### src/rtl/vco_adc_pkg.sv
// rtl/vco_adc_pkg.sv - ring-oscillator geometry and phase-code decode shared by the VCO ADC blocks
package vco_adc_pkg;

  localparam int NPHASE = 11;
  localparam int NPOS   = 2 * NPHASE;
  localparam int POS_W  = $clog2(NPOS);

  // Odd taps are inverted along the ring, so bit i carries i%2.
  localparam logic [NPHASE-1:0] PHASE_MASK = 11'b01010101010;

  typedef struct packed {
    logic             valid;
    logic [POS_W-1:0] pos;
  } pos_dec_t;

  // Thermometer fill (pos 0..NPHASE) or drain (pos NPHASE+1..2*NPHASE-1) of the ring.
  function automatic pos_dec_t decode_pos(input logic [NPHASE-1:0] sync);
    logic [NPHASE-1:0] q;
    logic [NPHASE-1:0] therm;
    pos_dec_t          r;
    q       = sync ^ PHASE_MASK;
    r.valid = 1'b0;
    r.pos   = '0;
    for (int k = 0; k <= NPHASE; k++) begin
      therm = NPHASE'((32'd1 << k) - 32'd1);
      if (q == therm) begin
        r.valid = 1'b1;
        r.pos   = POS_W'(k);
      end
      if ((k >= 1) && (k <= NPHASE - 1) && (q == ~therm)) begin
        r.valid = 1'b1;
        r.pos   = POS_W'(NPHASE + k);
      end
    end
    return r;
  endfunction

endpackage

### src/rtl/sync_fifo.sv
// rtl/sync_fifo.sv - show-ahead synchronous FIFO; DEPTH must be a power of two, at least 2
module sync_fifo #(
  parameter int WIDTH = 24,
  parameter int DEPTH = 4
) (
  input  logic             clk_i,
  input  logic             rst_ni,
  input  logic             push_i,
  input  logic [WIDTH-1:0] data_i,
  input  logic             pop_i,
  output logic             full_o,
  output logic             empty_o,
  output logic [WIDTH-1:0] head_o
);

  localparam int AW = $clog2(DEPTH);

  logic [WIDTH-1:0] mem_q [DEPTH];
  logic [AW:0]      wr_ptr_q, wr_ptr_d;
  logic [AW:0]      rd_ptr_q, rd_ptr_d;
  logic             do_push, do_pop;

  assign empty_o = (wr_ptr_q == rd_ptr_q);
  assign full_o  = (wr_ptr_q[AW] != rd_ptr_q[AW]) && (wr_ptr_q[AW-1:0] == rd_ptr_q[AW-1:0]);

  // A pop frees the slot in the same cycle, so a full FIFO still accepts a push then.
  assign do_pop  = pop_i && !empty_o;
  assign do_push = push_i && (!full_o || do_pop);

  assign wr_ptr_d = wr_ptr_q + (AW+1)'(do_push);
  assign rd_ptr_d = rd_ptr_q + (AW+1)'(do_pop);

  always_ff @(posedge clk_i) begin
    if (!rst_ni) begin
      wr_ptr_q <= '0;
      rd_ptr_q <= '0;
    end else begin
      wr_ptr_q <= wr_ptr_d;
      rd_ptr_q <= rd_ptr_d;
    end
  end

  always_ff @(posedge clk_i) begin
    if (do_push) begin
      mem_q[wr_ptr_q[AW-1:0]] <= data_i;
    end
  end

  assign head_o = empty_o ? '0 : mem_q[rd_ptr_q[AW-1:0]];

endmodule

### src/rtl/vco_phase_counter.sv
// rtl/vco_phase_counter.sv - sync, decode and accumulate ring phase per decimation window into a sample FIFO
module vco_phase_counter
  import vco_adc_pkg::*;
#(
  parameter int DEC_W      = 16,
  parameter int OUT_W      = 24,
  parameter int FIFO_DEPTH = 4
) (
  input  logic              wb_clk_i,
  input  logic              wb_rst_ni,
  input  logic [NPHASE-1:0] phase_in,
  input  logic              enable_i,
  input  logic [DEC_W-1:0]  dec_ratio_i,
  output logic [OUT_W-1:0]  sample_o,
  output logic              sample_valid_o,
  input  logic              sample_ready_i,
  output logic              overflow_o,
  output logic              code_err_o,
  input  logic              clear_flags_i
);

  logic [NPHASE-1:0] sync1_q, sync2_q;
  logic [POS_W-1:0]  pos_q, pos_prev_q;
  logic [1:0]        warm_q;
  logic              prime_q;
  logic [DEC_W-1:0]  cnt_q, cnt_d;
  logic [OUT_W-1:0]  acc_q, acc_d;
  logic              code_err_q, overflow_q;

  pos_dec_t          dec;
  logic              err_evt;
  logic [POS_W:0]    delta_w;
  logic [POS_W-1:0]  delta;
  logic [DEC_W-1:0]  ratio_m1, cur_cnt;
  logic [OUT_W:0]    sum_w;
  logic [OUT_W-1:0]  acc_sum;
  logic              push, drop;
  logic              fifo_full, fifo_empty;

  assign dec = decode_pos(sync2_q);

  // The sync chain holds reset zeros for two edges; those are not real ring codes.
  assign err_evt = !dec.valid && (warm_q == 2'd2);

  always_comb begin
    if (pos_q >= pos_prev_q) begin
      delta_w = {1'b0, pos_q} - {1'b0, pos_prev_q};
    end else begin
      delta_w = {1'b0, pos_q} + (POS_W+1)'(NPOS) - {1'b0, pos_prev_q};
    end
  end

  assign delta    = prime_q ? '0 : delta_w[POS_W-1:0];
  assign ratio_m1 = (dec_ratio_i == '0) ? '0 : dec_ratio_i - DEC_W'(1);
  assign cur_cnt  = prime_q ? ratio_m1 : cnt_q;

  assign sum_w   = {1'b0, acc_q} + (OUT_W+1)'(delta);
  assign acc_sum = sum_w[OUT_W] ? '1 : sum_w[OUT_W-1:0];

  assign push = enable_i && (cur_cnt == '0);
  assign drop = push && fifo_full && !(sample_ready_i && !fifo_empty);

  always_comb begin
    acc_d = acc_q;
    cnt_d = cnt_q;
    if (!enable_i) begin
      acc_d = '0;
      cnt_d = '0;
    end else if (cur_cnt == '0) begin
      acc_d = '0;
      cnt_d = ratio_m1;
    end else begin
      acc_d = acc_sum;
      cnt_d = cur_cnt - DEC_W'(1);
    end
  end

  always_ff @(posedge wb_clk_i) begin
    if (!wb_rst_ni) begin
      sync1_q    <= '0;
      sync2_q    <= '0;
      pos_q      <= '0;
      pos_prev_q <= '0;
      warm_q     <= '0;
      prime_q    <= 1'b1;
      cnt_q      <= '0;
      acc_q      <= '0;
      code_err_q <= 1'b0;
      overflow_q <= 1'b0;
    end else begin
      sync1_q    <= phase_in;
      sync2_q    <= sync1_q;
      if (dec.valid) begin
        pos_q <= dec.pos;
      end
      pos_prev_q <= pos_q;
      if (warm_q != 2'd2) begin
        warm_q <= warm_q + 2'd1;
      end
      prime_q    <= !enable_i;
      cnt_q      <= cnt_d;
      acc_q      <= acc_d;
      code_err_q <= err_evt || (code_err_q && !clear_flags_i);
      overflow_q <= drop || (overflow_q && !clear_flags_i);
    end
  end

  sync_fifo #(
    .WIDTH (OUT_W),
    .DEPTH (FIFO_DEPTH)
  ) u_fifo (
    .clk_i   (wb_clk_i),
    .rst_ni  (wb_rst_ni),
    .push_i  (push),
    .data_i  (acc_sum),
    .pop_i   (sample_ready_i),
    .full_o  (fifo_full),
    .empty_o (fifo_empty),
    .head_o  (sample_o)
  );

  assign sample_valid_o = !fifo_empty;
  assign overflow_o     = overflow_q;
  assign code_err_o     = code_err_q;

endmodule
### config.mk
export PLATFORM = sky130hd
export DESIGN_NAME = vco_phase_counter
export DESIGN_NICKNAME = d
export VERILOG_FILES = /design/src/rtl/vco_adc_pkg.sv /design/src/rtl/sync_fifo.sv /design/src/rtl/vco_phase_counter.sv
export SDC_FILE = /design/constraint.sdc
export NUM_CORES = 1
export LEC_CHECK = 0
export ABC_CLOCK_PERIOD_IN_PS = 10980
export CORE_MARGIN = 2
export CORE_UTILIZATION = 50
export DETAILED_ROUTE_END_ITERATION = 8
export GPL_ROUTABILITY_DRIVEN = 0
export GPL_TIMING_DRIVEN = 0
export PLACE_DENSITY_LB_ADDON = 0.15
export SYNTH_ARGS = -nofsm -noshare
export SYNTH_HDL_FRONTEND = slang
export SYNTH_SLANG_ARGS = --single-unit
### constraint.sdc
create_clock -name wb_clk_i -period 10.98 [get_ports wb_clk_i]
set_input_delay 1.647 -clock wb_clk_i [delete_from_list [all_inputs] [get_ports wb_clk_i]]
set_output_delay 1.647 -clock wb_clk_i [all_outputs]
set_load 0.1 [all_outputs]
==> metrics.md, run 1 <==
| Metric | Value |
|---|---|
| Status | `complete, no violations` |
| Synth top area cells | `edfxtp_1, dfxtp_1, mux4_2` |
| Number of max-cap violations | `0` |
| Sequential share of power | `51.7%` |
| CP cell instances | `clkdlybuf4s50_1 > inv_1 > ha_1 > or3b_2 > buf_2 > nor3_2 > and3_1 > clkbuf_1 > nor2_1 > mux2i_1 > ha_1 > nand2_1 > a21oi_1 > or4bb_1 > a21oi_2 > nand2_1 > or2_1 > nor3b_2 > buf_6 > buf_6` |
| Yosys warns | `0` |
| Pin count of the biggest net entering global routing | `25` |
| DR DRC count | `0` |
| Pre-antenna DRT Iters | `5` |
| Die W | `roughly 140 µm` |
| CP arrival | `7.56 ns` |
| Num CTS Buffers | `17` |
| Iter 0 DRT Violations | `~340` |
| Gate Count Post-Synth | `800` |
| Slew HR | `between 30% and 40%` |
| Net Sw Power | `approximately 320 µW` |
| Power Dens Cells | `approximately 130 nW/µm²` |
| Routed Antenna Nets | `0` |
| Syn Area/Cell | `approximately 11 µm²` |
| Worst-path fanout max | `10` |
| WL/cell | `around 17 µm` |
| Skew-Pair Late Insertion Delay | `0.43 ns` |
| Netlist cell types | `71` |
| Clock network fraction of design power | `around 40%` |
| Lkg Pwr | `between 3 and 4 nW` |
| Total wire length | `about 19,000 µm` |
| Core region area | `17,240 µm²` |
| Vias in the first global route | `roughly 6,300` |
| Max-slew violations | `0` |
| GR Overflow Total | `0` |
| Vias/cell | `5.709` |
| # hold bufs at CTS | `0` |
| WP buf/inv | `6` |
| Total negative slack | `0 ns` |
| Fin crit share | `67.67%` |
| Starting Density | `roughly half` |
| Top-area cell type share of the netlist area | `32.81%` |
| Die height | `roughly 140 µm` |
| Critical path's top delay family | `simple AND/OR/NAND/NOR gates` |
| Final net count | `943` |
| Worst-path clk slew | `about 0.06 ns` |
| Startpoint Class | `input pin` |
| Final setup violating endpoints | `0` |
| Post-Syn Nets | `859` |
| Post-Syn Area | `8786 µm²` |
| Vias | `between 6,000 and 7,000` |
| Clock root buffer | `clkbuf_16` |
| Row cnt | `between 40 and 50` |
| Antenna violations before repair | `0` |
| Max Fclk | `around 0.13 GHz` |
| Register area share after synthesis | `51.72%` |
| Comb pwr share | `7.2%` |
| # IOs | `59` |
| Fin crit period | `between 7 and 8 ns` |
| Total Routing Usage GR | `21.09%` |
| Crit-path slowest cell | `nor3b_2` |
| Largest area contributor in the netlist | `edfxtp_1` |
| Most frequent cells in the layout | `edfxtp_1, dfxtp_1, nand2_1` |
| Worst r2r src | `prime_q` |
| Register Area | `4544 µm²` |
| Area Growth Syn to Fin | `17.36%` |
| Hold Startpoint | `sync1_q[10]` |
| Number of synthesized flops with an enable pin | `96` |
| Ys async rst share | `0%` |
| Post-route worst setup slack | `~3.5 ns` |
| Post-CTS sizing | `0` |
| Die area | `between 15,000 and 20,000 µm²` |
| P_int | `~1.1 mW` |
| Commonest non-fill, non-tap cell in the layout | `edfxtp_1` |
| Clock sink count | `roughly 180` |
| Worst slack, placed | `3.056 ns` |
| Crit-path max cell delay | `roughly 0.73 ns` |
| Fill count | `around 1,400` |
| Crit end category | `register` |
| Crit path kind | `in2reg` |
| Longest Clk Path Bufs | `2` |
| Clock skew | `approximately 0.013 ns` |
| RSZ-0062 raised after global routing | `false` |
| VDD IR-drop max | `around 0.12 mV` |
| Layout cells sized above 1 | `between 10% and 20%` |
| Multi-input logic area | `between 3000 and 4000 µm²` |
| Worst setup path start | `dec_ratio_i[0]` |
| Port bufs | `56` |
| Slew @ Worst Pin | `0.9720 ns` |
| Seq cells post-synth | `~180` |
| CTS tree | `yes` |
| H-tree depth | `4` |
| Most used DFF post-synth | `edfxtp_1` |
| N_diodes | `0` |
| Worst min path class | `reg2reg` |
| Post-CTS Setup Inserts | `0` |
| Sw frac | `roughly a quarter` |
| First-pass GRT wire length | `approximately 30,000 µm` |
| Worst Path Required | `~11 ns` |
| DP HPWL | `13,500 µm` |
| Fin Hold WS | `roughly 0.43 ns` |
| Endpoints failing hold | `0` |
## sequential cells by signal, summed over array words and instances, names as in the netlist
name             flops
overflow_o           1
pos_prev_q           5
prime_q              1
warm_q               2
sync1_q             11
acc_q               24
sync2_q             11
u_fifo.wr_ptr_q      3
cnt_q               16
pos_q                5
code_err_o           1
u_fifo.rd_ptr_q      3
u_fifo.mem_q        96
## stage by stage
| stage | utilization, % | cell area, µm² | std cells | total power [mW] |
|---|---|---|---|---|
| final | 59.82 | 10310 | 1121 | 1.388 |
| after global routing | 59.82 | 10310 | 1121 | 1.436 |
| after CTS | 59.70 | 10290 | 1120 | 1.395 |
| after detailed placement | 56.47 | 9733 | 1089 | 0.8305 |
| after global placement | 55.86 | 9628 | 1081 | 0.8247 |
| after floorplan | - | 8786 | 800 | 0.7968 |
## final timing paths
check / end / slack (ns) / cells after the start
worst max-delay path: u_fifo.mem_q[2][5] / 3.55 / 20
worst min-delay path: sync2_q[10] / 0.43 / 1
worst max register to register: u_fifo.mem_q[2][5] / 4.62 / 16
worst min register to register: sync2_q[10] / 0.43 / 1
## Yosys cell counts, types with 3 or more instances
cell type / n
o2111ai_1: 3
ha_1: 23
a31oi_1: 17
nand3_1: 22
nor2_1: 61
nor3_1: 13
a22oi_1: 5
nor2b_1: 35
o31ai_1: 5
xor2_1: 23
nand2_1: 70
or3_1: 8
o211ai_1: 6
clkbuf_1: 25
o21bai_1: 4
fa_1: 4
or4_1: 4
nor3b_1: 13
mux4_2: 24
a21o_1: 7
nand2b_1: 8
inv_1: 28
mux2i_1: 7
dfxtp_1: 83
edfxtp_1: 96
and3_1: 9
buf_1: 5
nand4_1: 7
o21ai_0: 18
or2_2: 4
xnor2_1: 21
buf_2: 5
and2_1: 28
nor4_1: 5
a21oi_1: 56
## power groups by stage
stage	combinational, mW	clock (mW)	sequential, mW
2_1_floorplan	0.0604	0	0.736
3_3_place_gp	0.0937	0	0.731
3_5_place_dp	0.0988	0	0.732
4_1_cts	0.0993	0.579	0.717
5_1_grt	0.110	0.608	0.718
6_report	0.100	0.571	0.717
## routing by layer
metal / vias up / share of wire (%) / global-route usage (%)
met5: - / 0 / 0
li1: 3071 / - / -
met4: 0 / 1.6 / 7.697
met2: 214 / 52 / 38.28
met3: 29 / 4.7 / 3.630
met1: 3086 / 42 / 24.99
## cell families (layout without fill, tap and decap cells)
logic type	after synthesis	after routing	synth area share [%]
adder cells (fa/ha/maj)	27	27	4.187
AO/OA/AOI/OAI	145	145	10.82
AND/OR/NAND/NOR	306	306	18.61
multiplexers	33	33	7.206
XOR/XNOR	44	44	4.386
flip-flops	179	179	51.72
buffers and inverters	66	162	3.062
## final cells by class
cell class	count	share of cell area [%]
Buffer	37	1.553
Clock buffer	17	4.126
Clock inverter	14	1.274
Inverter	29	1.056
Multi-Input combinational cell	555	38.73
Sequential cell	179	44.07
Tap cell	225	2.730
Timing Repair Buffer	65	6.456
(Power assumes the default switching activity.)
==> inputs of run 2 (changes only) <==
--- a/config.mk
+++ b/config.mk
@@ -5,7 +5,7 @@
 export SDC_FILE = /design/constraint.sdc
 export NUM_CORES = 1
 export LEC_CHECK = 0
-export ABC_CLOCK_PERIOD_IN_PS = 10980
+export ABC_CLOCK_PERIOD_IN_PS = 7500
 export CORE_MARGIN = 2
 export CORE_UTILIZATION = 50
 export DETAILED_ROUTE_END_ITERATION = 8
==> constraint.sdc (replaced) <==
create_clock -name wb_clk_i -period 7.5 [get_ports wb_clk_i]
set_input_delay 1.125 -clock wb_clk_i [delete_from_list [all_inputs] [get_ports wb_clk_i]]
set_output_delay 1.125 -clock wb_clk_i [all_outputs]
set_load 0.1 [all_outputs]
==> results of run 2 <==
Same layout as run 1 (identical final DEF). Status: complete, no violations.
Among the figures that moved: setup slack after placement 3.056 ns -> 0.09776 ns; setup slack after layout 3.550 ns -> 0.5919 ns; register-to-register setup slack 4.62 ns -> 1.14 ns; total power 1.388 mW -> 2.033 mW; worst IR drop on VDD 0.1203 mV -> 0.1761 mV
==> inputs of run 3 (changes only) <==
--- a/config.mk
+++ b/config.mk
@@ -8,6 +8,7 @@
 export ABC_CLOCK_PERIOD_IN_PS = 7500
 export CORE_MARGIN = 2
 export CORE_UTILIZATION = 50
+export CTS_CLUSTER_DIAMETER = 60
 export DETAILED_ROUTE_END_ITERATION = 8
 export GPL_ROUTABILITY_DRIVEN = 0
 export GPL_TIMING_DRIVEN = 0
==> results of run 3 <==
Same layout as run 1 (identical final DEF). Status: complete, no violations.
Among the figures that moved: setup slack after placement 3.056 ns -> 0.09776 ns; setup slack after layout 3.550 ns -> 0.5919 ns; register-to-register setup slack 4.62 ns -> 1.14 ns; total power 1.388 mW -> 2.033 mW; worst IR drop on VDD 0.1203 mV -> 0.1761 mV
